## config.mk

```make
export PLATFORM = sky130hd
export DESIGN_NAME = fetch_unit_flat
export DESIGN_NICKNAME = d
export VERILOG_FILES = /design/src/rtl/fetch_unit_if.sv /design/src/rtl/fetch_unit.sv /design/src/flat_wrapper.sv
export SDC_FILE = /design/constraint.sdc
export NUM_CORES = 1
export LEC_CHECK = 0
export BUFFER_PORTS_ARGS = -buffer_cell sky130_fd_sc_hd__buf_4
export CAP_MARGIN = 20
export CORE_AREA = 2 2 189 191
export CTS_CLUSTER_DIAMETER = 50
export DETAILED_ROUTE_END_ITERATION = 16
export DIE_AREA = 0 0 191 193
export GPL_TIMING_DRIVEN = 1
export PLACE_DENSITY = 0.65
export RECOVER_POWER = 100
export SLEW_MARGIN = 20
export SYNTH_ARGS = -nofsm -noshare
export SYNTH_HDL_FRONTEND = slang
export SYNTH_SLANG_ARGS = --single-unit
```

## constraint.sdc

```tcl
create_clock -name clock -period 9.1 [get_ports clock]
set_clock_uncertainty 0.15 [all_clocks]
set_input_delay 1.365 -clock clock [delete_from_list [all_inputs] [get_ports clock]]
set_output_delay 1.365 -clock clock [all_outputs]
set_load 0.03 [all_outputs]
```

## src/rtl/fetch_unit_if.sv

```systemverilog
// fetch_unit_if: in-order instruction-memory request/response channel
interface fetch_unit_if #(
    parameter int ADDR_W = 32,
    parameter int DATA_W = 32
);
    logic              req_valid;
    logic              req_ready;
    logic [ADDR_W-1:0] req_addr;
    logic              resp_valid;
    logic [DATA_W-1:0] resp_data;
    modport master (output req_valid, req_addr, input req_ready, resp_valid, resp_data);
    modport slave  (input req_valid, req_addr, output req_ready, resp_valid, resp_data);
endinterface

```

## src/rtl/fetch_unit.sv

```systemverilog
// fetch_unit: IF stage owning the PC, buffering imem responses and driving the IF/ID register
module fetch_unit #(
    parameter int                ADDR_W    = 32,
    parameter int                DATA_W    = 32,
    parameter logic [ADDR_W-1:0] RESET_PC  = '0,
    parameter int                BUF_DEPTH = 2
) (
    input  logic              clock,
    input  logic              reset_n,
    input  logic              id_stall_c,
    input  logic              br_taken,
    input  logic [ADDR_W-1:0] br_target,
    fetch_unit_if.master      imem,
    output logic [ADDR_W-1:0] IF_ID_nextPC,
    output logic [DATA_W-1:0] IF_ID_IR,
    output logic              IF_ID_valid,
    output logic              if_stall_c
);
    localparam int PW = $clog2(BUF_DEPTH);
    localparam int CW = PW + 1;
    localparam logic [CW-1:0] DEPTH = CW'(BUF_DEPTH);
    logic [ADDR_W-1:0] fetch_pc, resp_pc;
    logic [CW-1:0]     outstanding, drop_cnt, count;
    logic [PW-1:0]     rd_ptr, wr_ptr;
    logic [ADDR_W-1:0] buf_pc [BUF_DEPTH];
    logic [DATA_W-1:0] buf_ir [BUF_DEPTH];
    logic              req_fire, kept, load, pop, bypass, push;
    // outstanding + count is the credit: every accepted request has a guaranteed buffer slot
    assign imem.req_valid = reset_n && !br_taken && (outstanding + count) < DEPTH;
    assign imem.req_addr  = fetch_pc;
    always_comb begin
        req_fire   = imem.req_valid && imem.req_ready;
        kept       = imem.resp_valid && drop_cnt == '0 && !br_taken;
        load       = !id_stall_c && !br_taken;
        pop        = load && count != '0;
        bypass     = load && count == '0 && kept;
        push       = kept && !bypass;
        if_stall_c = load && count == '0 && !kept;
    end
    always_ff @(posedge clock) begin
        if (push) begin
            buf_pc[wr_ptr] <= resp_pc;
            buf_ir[wr_ptr] <= imem.resp_data;
        end
    end
    always_ff @(posedge clock) begin
        if (!reset_n) begin
            fetch_pc     <= RESET_PC;
            resp_pc      <= RESET_PC;
            outstanding  <= '0;
            drop_cnt     <= '0;
            count        <= '0;
            rd_ptr       <= '0;
            wr_ptr       <= '0;
            IF_ID_nextPC <= '0;
            IF_ID_IR     <= '0;
            IF_ID_valid  <= 1'b0;
        end else begin
            outstanding <= outstanding + CW'(req_fire) - CW'(imem.resp_valid);
            if (br_taken) begin
                fetch_pc    <= br_target;
                resp_pc     <= br_target;
                drop_cnt    <= outstanding - CW'(imem.resp_valid);
                count       <= '0;
                rd_ptr      <= '0;
                wr_ptr      <= '0;
                IF_ID_IR    <= '0;
                IF_ID_valid <= 1'b0;
            end else begin
                if (req_fire) fetch_pc <= fetch_pc + ADDR_W'(4);
                if (kept) resp_pc <= resp_pc + ADDR_W'(4);
                if (imem.resp_valid && drop_cnt != '0) drop_cnt <= drop_cnt - CW'(1);
                if (push) wr_ptr <= wr_ptr + PW'(1);
                if (pop) rd_ptr <= rd_ptr + PW'(1);
                count <= count + CW'(push) - CW'(pop);
                if (load) begin
                    IF_ID_valid <= pop || bypass;
                    IF_ID_IR    <= pop ? buf_ir[rd_ptr] : bypass ? imem.resp_data : '0;
                    if (pop || bypass) IF_ID_nextPC <= (pop ? buf_pc[rd_ptr] : resp_pc) + ADDR_W'(4);
                end
            end
        end
    end
    assert property (@(posedge clock) disable iff (!reset_n) (push && count == DEPTH) |-> pop);
    assert property (@(posedge clock) disable iff (!reset_n) imem.resp_valid |-> outstanding != '0);
    assert property (@(posedge clock) disable iff (!reset_n) drop_cnt <= outstanding);
endmodule
```

## src/flat_wrapper.sv

```systemverilog
// flat-port wrapper written by rule: the top's interface ports become plain ports
module fetch_unit_flat 
#(
    parameter int                ADDR_W    = 32,
    parameter int                DATA_W    = 32,
    parameter logic [ADDR_W-1:0] RESET_PC  = '0,
    parameter int                BUF_DEPTH = 2
)
  (clock, reset_n, id_stall_c, br_taken, br_target, IF_ID_nextPC, IF_ID_IR, IF_ID_valid, if_stall_c, imem_req_valid, imem_req_addr, imem_req_ready, imem_resp_valid, imem_resp_data);
  fetch_unit_if #(.ADDR_W(ADDR_W), .DATA_W(DATA_W)) imem_i ();
  input  logic clock;
  input  logic reset_n;
  input  logic id_stall_c;
  input  logic br_taken;
  input  logic [ADDR_W-1:0] br_target;
  output logic [ADDR_W-1:0] IF_ID_nextPC;
  output logic [DATA_W-1:0] IF_ID_IR;
  output logic IF_ID_valid;
  output logic if_stall_c;
  output wire logic [$bits(imem_i.req_valid)-1:0] imem_req_valid;
  output wire logic [$bits(imem_i.req_addr)-1:0] imem_req_addr;
  input wire logic [$bits(imem_i.req_ready)-1:0] imem_req_ready;
  input wire logic [$bits(imem_i.resp_valid)-1:0] imem_resp_valid;
  input wire logic [$bits(imem_i.resp_data)-1:0] imem_resp_data;
  assign imem_req_valid = imem_i.req_valid;
  assign imem_req_addr = imem_i.req_addr;
  assign imem_i.req_ready = imem_req_ready;
  assign imem_i.resp_valid = imem_resp_valid;
  assign imem_i.resp_data = imem_resp_data;
  fetch_unit #(.ADDR_W(ADDR_W), .DATA_W(DATA_W), .RESET_PC(RESET_PC), .BUF_DEPTH(BUF_DEPTH)) u_core (.clock(clock), .reset_n(reset_n), .id_stall_c(id_stall_c), .br_taken(br_taken), .br_target(br_target), .imem(imem_i), .IF_ID_nextPC(IF_ID_nextPC), .IF_ID_IR(IF_ID_IR), .IF_ID_valid(IF_ID_valid), .if_stall_c(if_stall_c));
endmodule
```

==> impl_results.md <==
* Post-CTS Resized at 0
* Failing checks: capacitance limit, slew limit
* WS Path Type: in2reg
* Place WS at 4.09 ns
* Row cnt at 69
* Clk Latency, worst-skew pair at 0.50 ns
* H-tree depth at 2
* CP Launch Type: input port
* Slew HR at -130%
* Height of the chip at 193 um
* DRT iter0 DRCs at 587
* CTS tree: built
* Final Hold Fails at 0
* Core area at 35000 um2
* Vias at 9597
* Largest net degree at the start of global routing at 69
* Part of the cycle the worst path needs at 70.6%
* Synth cell types at 71
* Post-CTS Setup Bufs at 0
* Clk slew on worst S/H paths at 0.06 ns
* Layout cells sized above 1 at 8.25%
* Fin crit period at 6.42 ns
* Max-slew violation count at 286
* Final #Nets at 1421
* Post-synth EDFFs at 128
* Max-cap viol count at 7
* Hold Path Class: reg2reg
* Most frequent cells in the layout: clkbuf_1 (146), dfxtp_1 (137), a21oi_1 (129)
* Register area at 6610 um2
* Gr ovfl total at 0
* Initial Utilization at 34.6%
* Setup Viol. Count Final at 0
* Port Buffers at 168
* P&R area growth vs syn at 18.6%
* Drt first pass iters at 5
* GRT Total Usage at 17.4%
* Drt drc at 0
* RSZ-0062 raised after global routing: no
* Max VDD drop at 0.000116 V
* Multi-input gate area at 5120 um2
* Wirelength per Cell at 17.6 um
* Ys Warns at 0
* Vias/cell at 5.24
* Status: finished, violations left
* Filler instances at 3507
* First-pass GRT wire length at 50.8 mm
* Final ANT Viol Nets at 0
* Register area share after synthesis at 54.7%
* WP data required at 9.08 ns
* Initial antenna violation count at 0
* Cells after Synth at 1198
* CTS Buffer Depth at 3
* Clock sinks at 266
* Worst-Margin Slew at 3.45 ns
* Leakage power at 4.66 nW
* Diode count at 0
* GPL Wtd Cong at 0.870
* Post-route setup slack at 2.68 ns
* Fmax at 156 MHz
* Num CTS Buffers at 34
* Crit path DAT at 6.40 ns
* Avg Inst Size Synth at 10.1 um2
* CTS Hold Bufs at 0
* Worst Path Max Fanout at 50
* Die X at 191 um
* Setup TNS at 0 ns
* Async S/R FF share, synth at 0%
* Seq cells post-synth at 266
* Mapped cell area at 12100 um2
* Pwr/cell area at 205 nW/um2
* Synthesized net count at 1276
* Hpwl dp at 21.6 mm
* Final wirelength at 32.3 mm
* Commonest non-fill, non-tap cell in the layout: clkbuf_1
* Prevailing post-synth register cell: dfxtp_1
* Die ar. at 36900 um2
* Critical Path Sink Type: register
* I/O pins at 169
* Vias in the first global route at 9079
* Clk root buf: clkbuf_16
[critical path, stage by stage]
cell and delay [ns]:
clkbuf_1 1.62, nor2_2 0.09, clkbuf_1 0.88, a211oi_1 0.76, and2_0 0.91, buf_4 0.72
[state kept, by name, summed over array words and instances, names as in the netlist, named ones only]
signal / count
u_core.rd_ptr: 1
u_core.IF_ID_nextPC: 32
u_core.count: 2
u_core.wr_ptr: 1
u_core.drop_cnt: 2
u_core.buf_pc: 64
u_core.imem.req_addr: 32
u_core.outstanding: 2
u_core.buf_ir: 64
u_core.IF_ID_IR: 32
u_core.resp_pc: 32
u_core.IF_ID_valid: 1
[report_power, final]
part	internal, mW	leakage [nW]	switching, mW
logic	0.0874	1.80	0.184
registers	1.31	2.31	0.0461
clock network	0.816	0.550	0.500
total	2.21	4.66	0.730
[cells in the mapped netlist (3+ instances only)]
| master | number | area [um2] |
|---|---|---|
| nand4_1 | 15 | 93.8 |
| a31oi_1 | 19 | 119 |
| ha_1 | 8 | 100 |
| and3_1 | 10 | 62.6 |
| or3_1 | 5 | 31.3 |
| a22oi_1 | 5 | 37.5 |
| xnor2_1 | 36 | 315 |
| a211oi_1 | 30 | 225 |
| and4_1 | 5 | 43.8 |
| buf_1 | 5 | 18.8 |
| nor2_1 | 86 | 323 |
| and2_1 | 18 | 113 |
| nand3_1 | 35 | 175 |
| a32o_1 | 3 | 30.0 |
| nand4b_1 | 3 | 26.3 |
| nor2b_1 | 37 | 231 |
| o21ai_0 | 97 | 485 |
| mux2i_1 | 63 | 631 |
| nor4_1 | 4 | 25.0 |
| inv_1 | 10 | 37.5 |
| a21o_1 | 3 | 22.5 |
| clkbuf_1 | 58 | 218 |
| buf_2 | 9 | 45.0 |
| nor3_1 | 60 | 300 |
| dfxtp_1 | 138 | 2760 |
| nand3b_1 | 6 | 45.0 |
| a21oi_1 | 130 | 651 |
| edfxtp_1 | 128 | 3840 |
| o211ai_1 | 5 | 37.5 |
| xor2_1 | 24 | 210 |
| nand2_1 | 91 | 342 |
[area by class of cell]
class | instances | area share [%]
Clock inverter | 17 | 1.03
Inverter | 13 | 0.340
Tap cell | 461 | 4.02
Multi-Input combinational cell | 844 | 35.7
Timing Repair Buffer | 184 | 6.00
Sequential cell | 266 | 46.1
Clock buffer | 45 | 6.82
[path summary, 6_finish.rpt]
kind,cells after the start,end,from,slack (ns)
worst max-delay path,6,u_core.buf_pc[1][25],br_taken,2.68
worst min-delay path,2,u_core.imem.req_addr[0],u_core.imem.req_addr[0],0.31
worst max register to register,11,u_core.IF_ID_nextPC[22],register,4.77
worst min register to register,2,u_core.imem.req_addr[0],u_core.imem.req_addr[0],0.31
[kinds of logic (layout without fill, tap and decap cells)]
group | count (synthesis) | count (layout) | synth area share, %
AOI/OAI and AO/OA | 319 | 319 | 15.5
xor gates and xnor gates | 60 | 60 | 4.35
adders and majority gates | 8 | 8 | 0.828
buffers and inverters | 88 | 259 | 2.98
DFF | 266 | 266 | 54.7
muxes | 64 | 64 | 5.31
and+or+nand+nor | 393 | 393 | 16.4
[layer usage]
layer  routed length (um)  track usage [%]  share of wire [%]  vias to the layer above
li1                     -                -                  -                     4686
met1                15400             25.2                 48                     4533
met2                14100             27.1                 44                      335
met3                 2250             2.75                7.0                       43
met4                  555             4.17                1.7                        0
met5                    0                0                  0                        -
[stage by stage]
step | total power, mW | cell area (um2) | std cells | hold WS, ns | utilization (%)
final | 2.94 | 14300 | 1830 | 0.306 | 41.0
after global routing | 3.06 | 14300 | 1830 | 0.320 | 41.0
after CTS | 2.99 | 14900 | 1830 | 0.309 | 42.6
after detailed placement | 1.67 | 13800 | 1768 | 0.302 | 39.4
after global placement | 1.67 | 13800 | 1768 | 0.299 | 39.4
after floorplan | 1.55 | 12100 | 1198 | 0.274 | -
Note: power is estimated with default switching activity, not from simulation.
